**src/rtl/dadda_mul_pipe_if.sv**
```systemverilog
// Operand/result stream bundle for dadda_mul_pipe: valid/ready in, valid/ready out.
// slave is the multiplier side, master is the producer/consumer side.
interface dadda_mul_pipe_if #(
    parameter int WIDTH = 6,
    parameter int TAG_W = 4
);
    logic                 in_valid;
    logic                 in_ready;
    logic [WIDTH-1:0]     a;
    logic [WIDTH-1:0]     b;
    logic                 is_signed;
    logic [TAG_W-1:0]     in_tag;
    logic                 out_valid;
    logic                 out_ready;
    logic [2*WIDTH-1:0]   out_p;
    logic [TAG_W-1:0]     out_tag;

    modport slave (
        input  in_valid, a, b, is_signed, in_tag, out_ready,
        output in_ready, out_valid, out_p, out_tag
    );

    modport master (
        output in_valid, a, b, is_signed, in_tag, out_ready,
        input  in_ready, out_valid, out_p, out_tag
    );
endinterface

```
**src/rtl/dadda_mul_pipe.sv**
```systemverilog
// WIDTH x WIDTH signed/unsigned Dadda multiplier, 3 register stages (PP, tree, CPA), 1 op/cycle.
// Backpressure ripples combinationally from out_ready; empty stages still fill, up to 3 ops held.
module dadda_mul_pipe #(
    parameter int WIDTH = 6,
    parameter int TAG_W = 4
) (
    input  logic               clk,
    input  logic               rst_n,
    dadda_mul_pipe_if.slave    io_mul
);
    localparam int PW   = 2 * WIDTH;
    localparam int HMAX = WIDTH + 2;

    typedef logic [HMAX-1:0] col_t;

    logic                 r_v1, r_v2, r_v3;
    logic [WIDTH-1:0]     r_pp [WIDTH];
    logic                 r_sgn1;
    logic [TAG_W-1:0]     r_tag1, r_tag2, r_tag3;
    logic [PW-1:0]        r_row0, r_row1;
    logic [PW-1:0]        r_p;

    logic                 w_ld1, w_ld2, w_ld3;
    logic [WIDTH-1:0]     w_pp [WIDTH];
    logic [PW-1:0]        w_row0, w_row1;

    function automatic int dseq(input int s);
        case (s)
            0:       return 28;
            1:       return 19;
            2:       return 13;
            3:       return 9;
            4:       return 6;
            5:       return 4;
            6:       return 3;
            default: return 2;
        endcase
    endfunction

    assign w_ld3 = !r_v3 || io_mul.out_ready;
    assign w_ld2 = !r_v2 || w_ld3;
    assign w_ld1 = !r_v1 || w_ld2;

    assign io_mul.in_ready  = w_ld1;
    assign io_mul.out_valid = r_v3;
    assign io_mul.out_p     = r_p;
    assign io_mul.out_tag   = r_tag3;

    // Baugh-Wooley: cross terms involving exactly one sign bit are inverted in signed mode
    always_comb begin
        for (int i = 0; i < WIDTH; i++) begin
            for (int j = 0; j < WIDTH; j++) begin
                w_pp[i][j] = io_mul.a[i] & io_mul.b[j];
                if (io_mul.is_signed && ((i == WIDTH-1) != (j == WIDTH-1)))
                    w_pp[i][j] = ~w_pp[i][j];
            end
        end
    end

    always_comb begin
        col_t       cur [PW];
        col_t       nxt [PW];
        int         h   [PW];
        int         nh  [PW];
        int         ptr, tot, d;
        logic [1:0] fa;

        for (int c = 0; c < PW; c++) begin
            cur[c] = '0;
            h[c]   = 0;
            nxt[c] = '0;
            nh[c]  = 0;
        end
        ptr = 0;
        tot = 0;
        d   = 2;
        fa  = '0;

        for (int i = 0; i < WIDTH; i++) begin
            for (int j = 0; j < WIDTH; j++) begin
                cur[i+j][h[i+j]] = r_pp[i][j];
                h[i+j]++;
            end
        end
        // Baugh-Wooley correction constants ride in the tree as ordinary bits
        cur[WIDTH][h[WIDTH]] = r_sgn1;
        h[WIDTH]++;
        cur[PW-1][h[PW-1]] = r_sgn1;
        h[PW-1]++;

        for (int s = 0; s < 8; s++) begin
            d = dseq(s);
            for (int c = 0; c < PW; c++) begin
                nxt[c] = '0;
                nh[c]  = 0;
            end
            for (int c = 0; c < PW; c++) begin
                ptr = 0;
                tot = h[c] + nh[c];
                for (int k = 0; k < HMAX; k++) begin
                    if (tot > d) begin
                        if (tot - d >= 2) begin
                            fa = {1'b0, cur[c][ptr]} + {1'b0, cur[c][ptr+1]} + {1'b0, cur[c][ptr+2]};
                            ptr = ptr + 3;
                            tot = tot - 2;
                        end else begin
                            fa = {1'b0, cur[c][ptr]} + {1'b0, cur[c][ptr+1]};
                            ptr = ptr + 2;
                            tot = tot - 1;
                        end
                        nxt[c][nh[c]] = fa[0];
                        nh[c]++;
                        if (c < PW - 1) begin
                            nxt[c+1][nh[c+1]] = fa[1];
                            nh[c+1]++;
                        end
                    end
                end
                for (int k = 0; k < HMAX; k++) begin
                    if (k >= ptr && k < h[c]) begin
                        nxt[c][nh[c]] = cur[c][k];
                        nh[c]++;
                    end
                end
            end
            cur = nxt;
            h   = nh;
        end

        for (int c = 0; c < PW; c++) begin
            w_row0[c] = cur[c][0];
            w_row1[c] = cur[c][1];
        end
    end

    always_ff @(posedge clk) begin
        if (!rst_n) begin
            r_v1   <= 1'b0;
            r_v2   <= 1'b0;
            r_v3   <= 1'b0;
            r_p    <= '0;
            r_tag3 <= '0;
        end else begin
            if (w_ld1) r_v1 <= io_mul.in_valid;
            if (w_ld2) r_v2 <= r_v1;
            if (w_ld3) begin
                r_v3 <= r_v2;
                if (r_v2) begin
                    r_p    <= r_row0 + r_row1;
                    r_tag3 <= r_tag2;
                end
            end
        end
    end

    // Payload registers need no reset: the valid bits gate everything they feed
    always_ff @(posedge clk) begin
        if (w_ld1 && io_mul.in_valid) begin
            r_pp   <= w_pp;
            r_sgn1 <= io_mul.is_signed;
            r_tag1 <= io_mul.in_tag;
        end
        if (w_ld2 && r_v1) begin
            r_row0 <= w_row0;
            r_row1 <= w_row1;
            r_tag2 <= r_tag1;
        end
    end
endmodule

```
**src/flat_wrapper.sv**
```systemverilog
// flat-port wrapper written by rule: the top's interface ports become plain ports
module dadda_mul_pipe_flat 
#(
    parameter int WIDTH = 6,
    parameter int TAG_W = 4
)
  (clk, rst_n, io_mul_in_valid, io_mul_a, io_mul_b, io_mul_is_signed, io_mul_in_tag, io_mul_out_ready, io_mul_in_ready, io_mul_out_valid, io_mul_out_p, io_mul_out_tag);
  dadda_mul_pipe_if #(.WIDTH(WIDTH), .TAG_W(TAG_W)) io_mul_i ();
  input  logic clk;
  input  logic rst_n;
  input wire logic [$bits(io_mul_i.in_valid)-1:0] io_mul_in_valid;
  input wire logic [$bits(io_mul_i.a)-1:0] io_mul_a;
  input wire logic [$bits(io_mul_i.b)-1:0] io_mul_b;
  input wire logic [$bits(io_mul_i.is_signed)-1:0] io_mul_is_signed;
  input wire logic [$bits(io_mul_i.in_tag)-1:0] io_mul_in_tag;
  input wire logic [$bits(io_mul_i.out_ready)-1:0] io_mul_out_ready;
  output wire logic [$bits(io_mul_i.in_ready)-1:0] io_mul_in_ready;
  output wire logic [$bits(io_mul_i.out_valid)-1:0] io_mul_out_valid;
  output wire logic [$bits(io_mul_i.out_p)-1:0] io_mul_out_p;
  output wire logic [$bits(io_mul_i.out_tag)-1:0] io_mul_out_tag;
  assign io_mul_i.in_valid = io_mul_in_valid;
  assign io_mul_i.a = io_mul_a;
  assign io_mul_i.b = io_mul_b;
  assign io_mul_i.is_signed = io_mul_is_signed;
  assign io_mul_i.in_tag = io_mul_in_tag;
  assign io_mul_i.out_ready = io_mul_out_ready;
  assign io_mul_in_ready = io_mul_i.in_ready;
  assign io_mul_out_valid = io_mul_i.out_valid;
  assign io_mul_out_p = io_mul_i.out_p;
  assign io_mul_out_tag = io_mul_i.out_tag;
  dadda_mul_pipe #(.WIDTH(WIDTH), .TAG_W(TAG_W)) u_core (.clk(clk), .rst_n(rst_n), .io_mul(io_mul_i));
endmodule
```
**config.mk**
```make
export PLATFORM = sky130hd
export DESIGN_NAME = dadda_mul_pipe_flat
export DESIGN_NICKNAME = d
export VERILOG_FILES = /design/src/rtl/dadda_mul_pipe_if.sv /design/src/rtl/dadda_mul_pipe.sv /design/src/flat_wrapper.sv
export SDC_FILE = /design/constraint.sdc
export NUM_CORES = 1
export LEC_CHECK = 0
export BUFFER_PORTS_ARGS = -buffer_cell sky130_fd_sc_hd__buf_4
export CORE_ASPECT_RATIO = 1.2
export CORE_MARGIN = 2
export CORE_UTILIZATION = 32
export CTS_BUF_LIST = sky130_fd_sc_hd__clkbuf_16
export DETAILED_ROUTE_END_ITERATION = 10
export GPL_ROUTABILITY_DRIVEN = 0
export GPL_TIMING_DRIVEN = 0
export PLACE_DENSITY = 0.6
export RECOVER_POWER = 25
export SLEW_MARGIN = 15
export SYNTH_ARGS = -nofsm -noshare
export SYNTH_HDL_FRONTEND = slang
export SYNTH_SLANG_ARGS = --single-unit
```
**constraint.sdc**
```tcl
create_clock -name clk -period 8.22 [get_ports clk]
set_clock_uncertainty 0.05 [all_clocks]
set_input_delay 0.411 -clock clk [delete_from_list [all_inputs] [get_ports clk]]
set_output_delay 0.411 -clock clk [all_outputs]
set_load 0.005 [all_outputs]
```
# After elaboration in Yosys (flattened, before gate mapping)
# Cells that the tools add are included.
[totals] regBits=86 inputBits=21 output_inout_bits=18
[op_classes] addsub=37 n_mux=10 n_bitwise=46 n_reduce_logical=9
[op_table] op="adder 1 x 1 -> 2 bit" count=20
[op_table] op="bitwise AND 1 bit" count=36
[op_table] op="adder 2 x 1 -> 2 bit" count=16
[op_table] op="adder 12 x 11 -> 12 bit" count=1
[op_table] op="two-way mux 1 bit" count=10
[op_table] op="inverter 1 bit" count=10
[op_table] op="zero test 1 bit" count=3
[op_table] op="logical OR 1 bit" count=3
[op_table] op="logical AND 1 bit" count=2
[op_table] op="AND reduction 2 bit" count=1

# Longest topological paths before layout
# Gate-level depths: netlist of run 1.
[logic_depth] ltp_word=6 depth_mapped=7 mapped_depth_nobuf=7

# Worst setup path before layout of run 1
# No wires, ideal clock.
[synth_path] path_type="input port to flip-flop" start="in io_mul_out_ready" end="reg u_core.r_pp[0] in the netlist's numbering, enable pin" arrival_ns=2.744 required_time_ns=7.706 setup_slack_ns=4.961 cell_stages=3 n_path_buf=1 cell_sequence="nor2b_1 buf_2 a31oi_1"
[synth_between] elab_chain_len=4
[synth_rtl] element="start: declaration" line_no="flat_wrapper.sv:16" rtl="input wire logic [$bits(io_mul_i.out_ready)-1:0] io_mul_out_ready;"
[synth_rtl] element="logical OR 1 bit" line_no="dadda_mul_pipe.sv:40" rtl="assign w_ld3 = !r_v3 || io_mul.out_ready;"
[synth_rtl] element="logical OR 1 bit" line_no="dadda_mul_pipe.sv:41" rtl="assign w_ld2 = !r_v2 || w_ld3;"
[synth_rtl] element="logical OR 1 bit" line_no="dadda_mul_pipe.sv:42" rtl="assign w_ld1 = !r_v1 || w_ld2;"
[synth_rtl] element="logical AND 1 bit" line_no="dadda_mul_pipe.sv:158" rtl="if (w_ld1 && io_mul.in_valid) begin"
[synth_rtl] element="end signal: assignment" line_no="dadda_mul_pipe.sv:159" rtl="r_pp <= w_pp;"
[synth_rtl] element="end: declaration" line_no="dadda_mul_pipe.sv:17" rtl="logic [WIDTH-1:0] r_pp [WIDTH];"
# Every way passes these cells.
# A chain may end at the register's enable or synchronous reset.

# Worst setup path after layout of run 1
[layout_path] start="reg u_core.r_pp[15] in the netlist's numbering" end="reg u_core.r_row1[6], data pin"
[layout_between] elab_chain_len=4
[layout_rtl] element="adder 2 x 1 -> 2 bit"
[layout_rtl] element="adder 2 x 1 -> 2 bit" line_no="dadda_mul_pipe.sv:103" rtl="fa = {1'b0, cur[c][ptr]} + {1'b0, cur[c][ptr+1]} + {1'b0, cur[c][ptr+2]};"
[layout_rtl] element="adder 1 x 1 -> 2 bit" line_no="dadda_mul_pipe.sv:103"
[layout_rtl] element="adder 2 x 1 -> 2 bit" line_no="dadda_mul_pipe.sv:103"
[layout_rtl] element="via u_core.w_row1[6]" line_no="dadda_mul_pipe.sv:25" rtl="logic [PW-1:0] w_row0, w_row1;"
[layout_rtl] element="end signal: assignment" line_no="dadda_mul_pipe.sv:165" rtl="r_row1 <= w_row1;"
[layout_rtl] element="end: declaration" line_no="dadda_mul_pipe.sv:20" rtl="logic [PW-1:0] r_row0, r_row1;"
# The timed path passes the listed nets, and every way through them passes these cells.

==> results.md, run 1 <==
- Total gr overflow: 0
- Vias/cell: 4.57
- I/O Buffers: 37
- CTS clk-pin slew, worst paths: 0.06 ns
- DRC errors left: 0
- TritonCTS Buffers: 9
- CP Class: register to register
- Final wirelength: 7.31 mm
- Antenna violations before repair: 0
- Crit path time final: 2.32 ns
- Most used DFF post-synth: edfxtp_1
- Cell mode on critical path: fa_1
- Vias: 2516
- Nets@finish: 433
- WP buf/inv: 2
- Placed Area: 4650 um^2
- Slowest cell on crit path: fa_1
- Delay-heaviest family, CP: adder cells
- Worst path arrival time: 2.37 ns
- Mapped Avg Cell Area: 12.4 um^2
- Part of the cycle the worst path needs: 0.283
- Number of global-route vias before repair: 2586
- Slew headroom: 0.440
- Commonest non-fill, non-tap cell in the layout: edfxtp_1
- Mapped Cells: 331
- Register area share after synthesis: 0.585
- Die H: 128 um
- Slew @ Worst Pin: 0.837 ns
- Final ANT Viol Nets: 0
- Fraction of registers with async set/reset: 0
- Worst-path maximum fanout: 1
- Avg WL per Cell: 13.3 um
- Multi-input logic area: 1520 um^2
- Final Instance Area: 4930 um^2
- Area grow syn2layout: 20.4%
- Synth Cell Area: 4090 um^2
- Post-synth net total: 383
- Starting Density: 0.326
- Root Driver: clkbuf_16
- Drt pass-1 iters: 4
- CTS H-tree lvls: 3
- Fillers: 1215
- # Post-CTS Setup Buffers: 0
- Total GRT Usage: 0.115
- TritonCTS clock tree: done
- DPL Wire Length: 5.38 mm
- Die area: 13700 um^2
- HP Class: primary input to register
- CTS Buffer Depth: 2
- Peak VDD IR: 0.0984 mV
- Top Ports: 39
- CTS Hold Bufs: 0
- Max incr delay on CP: 0.56 ns
- Critical path endpoint category: register
- Synthesis Warnings: 0
- Leak pwr: 1.93 nW
- Row count: 45
- Crit path required time: 8.27 ns
- Most frequent cells in the layout: edfxtp_1 (67), inv_1 (42), nand2_1 (29)
- Status: finished clean
- Endpoints failing setup: 0
- Number of synthesized flops with an enable pin: 67
- Register bit total from synthesis: 86
- Post-cts sizing count: 0
- Cells along the critical path: fa_1, inv_1, fa_1, fa_1, inv_1
- Clk Latency, worst-skew pair: 0.33 ns
- Pins Over Slew Limit: 0
- Clk sink count: 86
- Largest net degree at the start of global routing: 27
- Max Fclk: 0.430 GHz
- Setup TNS: 0 ns
- Power per cell area: 218 nW/um^2
- Antenna Cells: 0
- First-pass GRT wire length: 12.3 mm
- Critical Path Source Type: register
- Initial DRC count: 102
- Max Cap Viol: 0
- Register area: 2390 um^2
- Hold Vio Cnt, Final: 0
- Unique masters post-synth: 41
- Die Width: 107 um
- RSZ-0062 raised after global routing: no
- Ratio of cells with drive above 1 in the final layout: 0.150
- Core area: 12600 um^2
-- kinds of logic (layout without fill, tap and decap cells) --
family / Yosys count / after routing / share of synthesized area
xor+xnor: 11 / 11 / 0.0236
flops: 86 / 86 / 0.585
compound gates: 50 / 50 / 0.0853
fa+ha+maj: 31 / 31 / 0.126
buf+inv: 53 / 108 / 0.0505
simple gates: 100 / 100 / 0.130
-- Yosys cell counts (5+ instances only) --
cell type | count | area share
ha_1 | 14 | 0.043
a31oi_1 | 5 | 0.0076
dfxtp_1 | 19 | 0.093
a21oi_1 | 13 | 0.016
o211ai_1 | 6 | 0.011
xnor2_1 | 11 | 0.024
edfxtp_1 | 67 | 0.49
inv_1 | 42 | 0.039
nor2_1 | 6 | 0.0055
nand3_1 | 10 | 0.012
and2_1 | 26 | 0.040
nor3_1 | 7 | 0.0086
nand4_1 | 5 | 0.0076
a21o_1 | 5 | 0.0092
nand2_1 | 29 | 0.027
fa_1 | 17 | 0.083
-- routing by layer --
| metal | vias up | share of wire | routed length [um] | track usage |
|---|---|---|---|---|
| li1 | 1256 | - | - | - |
| met2 | 56 | 0.48 | 3500 | 0.185 |
| met4 | 0 | 0.014 | 101 | 0.0428 |
| met3 | 10 | 0.051 | 376 | 0.0341 |
| met1 | 1194 | 0.46 | 3340 | 0.146 |
| met5 | - | 0 | 0 | 0 |
-- worst register-to-register path, delay by kind of cell (launching register included) --
family / cells / cell delay [ns]
buf+inv: 2 / 0.09
fa+ha+maj: 3 / 1.53
flops: 1 / 0.41
-- registers in the layout, summed over array words and instances, names as in the netlist --
signal,count
u_core.r_row0,12
u_core.r_sgn1,1
u_core.io_mul.out_p,12
u_core.r_row1,10
u_core.r_pp,36
u_core.r_tag1,4
u_core.r_tag2,4
u_core.r_v1,1
u_core.io_mul.out_tag,4
u_core.io_mul.out_valid,1
u_core.r_v2,1
-- layout make-up --
type                            count  share of cell area
Timing Repair Buffer               39              0.0622
Clock inverter                      7              0.0147
Multi-Input combinational cell    192               0.308
Buffer                             10             0.00914
Sequential cell                    86               0.486
Tap cell                          164              0.0417
Clock buffer                        9              0.0457
Inverter                           43              0.0328
-- where the power goes --
part / total, mW / internal (mW) / switching (mW)
Combinational: 0.151 / 0.0637 / 0.0876
Clock: 0.403 / 0.236 / 0.168
Sequential: 0.517 / 0.506 / 0.0112
Total: 1.07 / 0.806 / 0.266
-- path summary, 6_finish.rpt --
path / startpoint / end / depth (start not counted) / slack (ns)
worst max-delay path: u_core.r_pp[15] / u_core.r_row1[6] / 5 / 5.90
worst max register to register: u_core.r_pp[15] / u_core.r_row1[6] / 5 / 5.90
worst min register to register: u_core.r_tag1[1] / u_core.r_tag2[1] / 0 / 0.37
worst min-delay path: io_mul_in_tag[0] / u_core.r_tag1[0] / 1 / 0.23
-- metrics by stage --
step / worst slack (ns) / util / instances / power [mW] / hold WS, ns
5_1_grt: 5.80 / 0.392 / 550 / 1.13 / 0.213
6_report: 5.90 / 0.392 / 550 / 1.07 / 0.227
2_1_floorplan: 4.96 / - / 331 / 0.628 / 0.350
4_1_cts: 5.89 / 0.394 / 550 / 1.09 / 0.193
3_5_place_dp: 5.91 / 0.371 / 534 / 0.681 / 0.355
3_3_place_gp: 3.97 / 0.364 / 532 / 0.674 / 0.359
Power figures use the tool's default switching activity.
==> run 2: changes to the inputs <==
- PLACE_DENSITY: 0.6 -> 0.62
- clock period: 8.22 -> 2.05 ns (I/O delays scaled with it)
==> run 2 against run 1 <==
  * Maximum frequency up 3.2%
  * Critical path depth is the same
  * Global-route usage increased by 0.30 points
  * Setup slack worse by 6.1 ns
  * Total power rose to 4.0 times the previous value
  * Largest cell class unchanged
  * Clock-buffer cell count unchanged
  * The run now ends with negative setup slack left
  * Largest power group unchanged
  * Sequential share of layout area shrank 0.62 points
==> results.md, run 2 (synthesis results as in run 1) <==
- Status: complete, but fails checks
- Failing checks: negative setup slack
- Commonest non-fill, non-tap cell in the layout: edfxtp_1
- First-pass GRT wire length: 12.6 mm
- Slew headroom: 0.461
- Sequential power share: 0.482
- Reg2Reg Capture Point: u_core.r_row1[7]
- DRC errors left: 0
- Top register by number of flip-flops: u_core.r_pp
- Core Util, Final: 0.397
- Worst path arrival time: 2.28 ns
- Crit. path cell count: 5
- Slowest cell on crit path: fa_1
- Hold Path Stages: 3
- Hold Slack: 0.0519 ns
- Logic gate share of total power: 0.147
- Critical path endpoint category: register
- I/O Buffers: 37
- Power per cell area: 863 nW/um^2
- Vias: 2536
- Clk Latency, worst-skew pair: 0.33 ns
- Layout Cells excl Fill: 557
- Max reg flops: 36
- RSZ-0062 raised after global routing: yes
- Number of global-route vias before repair: 2631
- Die H: 128 um
- Max Fclk: 0.444 GHz
- Pins Over Slew Limit: 0
- Worst-path maximum fanout: 1
- Part of the cycle the worst path needs: 1.10
- Die Width: 107 um
- Crit path from: u_core.r_pp[9]
- Most frequent cells in the layout: edfxtp_1 (67), inv_1 (40), nand2_1 (29), buf_4 (29), dfxtp_1 (19)
- Area grow syn2layout: 22.0%
- Post-Place Cells: 534
- Critical Path Source Type: register
- Vias/cell: 4.55
- Largest net degree at the start of global routing: 27
- Final Worst Setup Slack: -0.203 ns
- Reg2reg start: u_core.r_pp[9]
- Peak VDD IR: 0.358 mV
- Ratio of cells with drive above 1 in the final layout: 0.168
- Total GRT Usage: 0.118
- Row count: 45
- Final wirelength: 7.35 mm
- Final Instance Area: 4990 um^2
- Avg WL per Cell: 13.2 um
- CTS H-tree lvls: 3
- Clk sink count: 86
- Delay-heaviest family, CP: adder cells
- WP buf/inv: 2
- CTS Buffer Depth: 2
- Cells along the critical path: fa_1, inv_1, fa_2, inv_2, fa_2
- HP Class: primary input to register
- Cell mode on critical path: fa_2
- Endpoints failing setup: 6
- CP Class: register to register
- Crit path required time: 2.08 ns
- Slew @ Worst Pin: 0.806 ns
- Internal power: 3.24 mW
- Core area: 12600 um^2
- TritonCTS Buffers: 9
- TritonCTS clock tree: done
- Worst r2r path cells: 5
- Max Cap Viol: 0
- Drt pass-1 iters: 4
- DPL Wire Length: 5.43 mm
- Die area: 13700 um^2
- Final ANT Viol Nets: 0
- Antenna violations before repair: 0
- CTS clk-pin slew, worst paths: 0.07 ns
- Psw: 1.07 mW
- Root Driver: clkbuf_16
- Initial DRC count: 95
- Reg2Reg Setup Slack: -0.20 ns
- Starting Density: 0.326
- Top Ports: 39
- Nets@finish: 440
- Placed Area: 4650 um^2
- Clock power share: 0.371
- Placement Setup Slack: -0.204 ns
- Crit path time final: 2.25 ns
- Fillers: 1195
- Max incr delay on CP: 0.55 ns
- Hold Vio Cnt, Final: 0
- Leak pwr: 1.96 nW
- Total gr overflow: 0
- Antenna Cells: 0
- Setup crit end: u_core.r_row1[7]
- Switching Share: 0.248
==> run 2: stage by stage <==
| step | TNS [ns] | power, mW |
|---|---|---|
| after floorplan | -0.461 | 2.52 |
| after global placement | -8.69 | 2.71 |
| after detailed placement | -0.898 | 2.74 |
| after CTS | -0.887 | 4.34 |
| after global routing | -1.24 | 4.52 |
| final | -0.825 | 4.31 |
==> run 2: final cells by class <==
cell class	instances	area (um^2)	area share
Tap cell	164	205	0.0411
Multi-Input combinational cell	192	1530	0.306
Buffer	10	45.0	0.00903
Clock buffer	9	225	0.0451
Clock inverter	7	67.6	0.0135
Timing Repair Buffer	46	365	0.0732
Inverter	43	161	0.0323
Sequential cell	86	2390	0.479
==> run 2: routing by layer <==
metal	global-route usage	up-vias	wire, um
li1	-	1267	-
met1	0.154	1199	3380
met2	0.190	59	3550
met3	0.0224	11	300
met4	0.0519	0	114
met5	0	-	0
==> run 2: tightest hold or removal path: cells and delay by family <==
| family | cells | cell delay [ns] |
|---|---|---|
| AOI/OAI and AO/OA | 1 | 0.07 |
| buffers and inverters | 1 | 0.08 |
| and+or+nand+nor | 1 | 0.13 |
==> run 2: worst min path at each step <==
stage / to / start / slack [ns]
finish: u_core.io_mul.out_valid / io_mul_out_ready / 0.05
global route: u_core.r_pp[10] / io_mul_b[4] / 0.05
floorplan: u_core.r_sgn1 / io_mul_is_signed / 0.15
detailed placement: u_core.r_tag1[0] / io_mul_in_tag[0] / 0.23
global placement: u_core.r_tag1[0] / io_mul_in_tag[0] / 0.24
CTS: u_core.io_mul.out_valid / io_mul_out_ready / 0.04
==> run 2: power by group through the flow <==
stage	clock network [mW]	registers (mW)	logic, mW
finish	1.60	2.08	0.634
CTS	1.63	2.08	0.635
global route	1.71	2.09	0.725
global placement	0	2.11	0.595
detailed placement	0	2.12	0.622
floorplan	0	2.10	0.414
==> run 2: timing repair <==
item | CTS | global route
setup endpoints to repair | 7 | 8
hold endpoints to repair | 6 | 0
buffers inserted | 0 | 1
resized for setup | 0 | 7
pin swaps | 2 | 1
hold buffers | 6 | 0
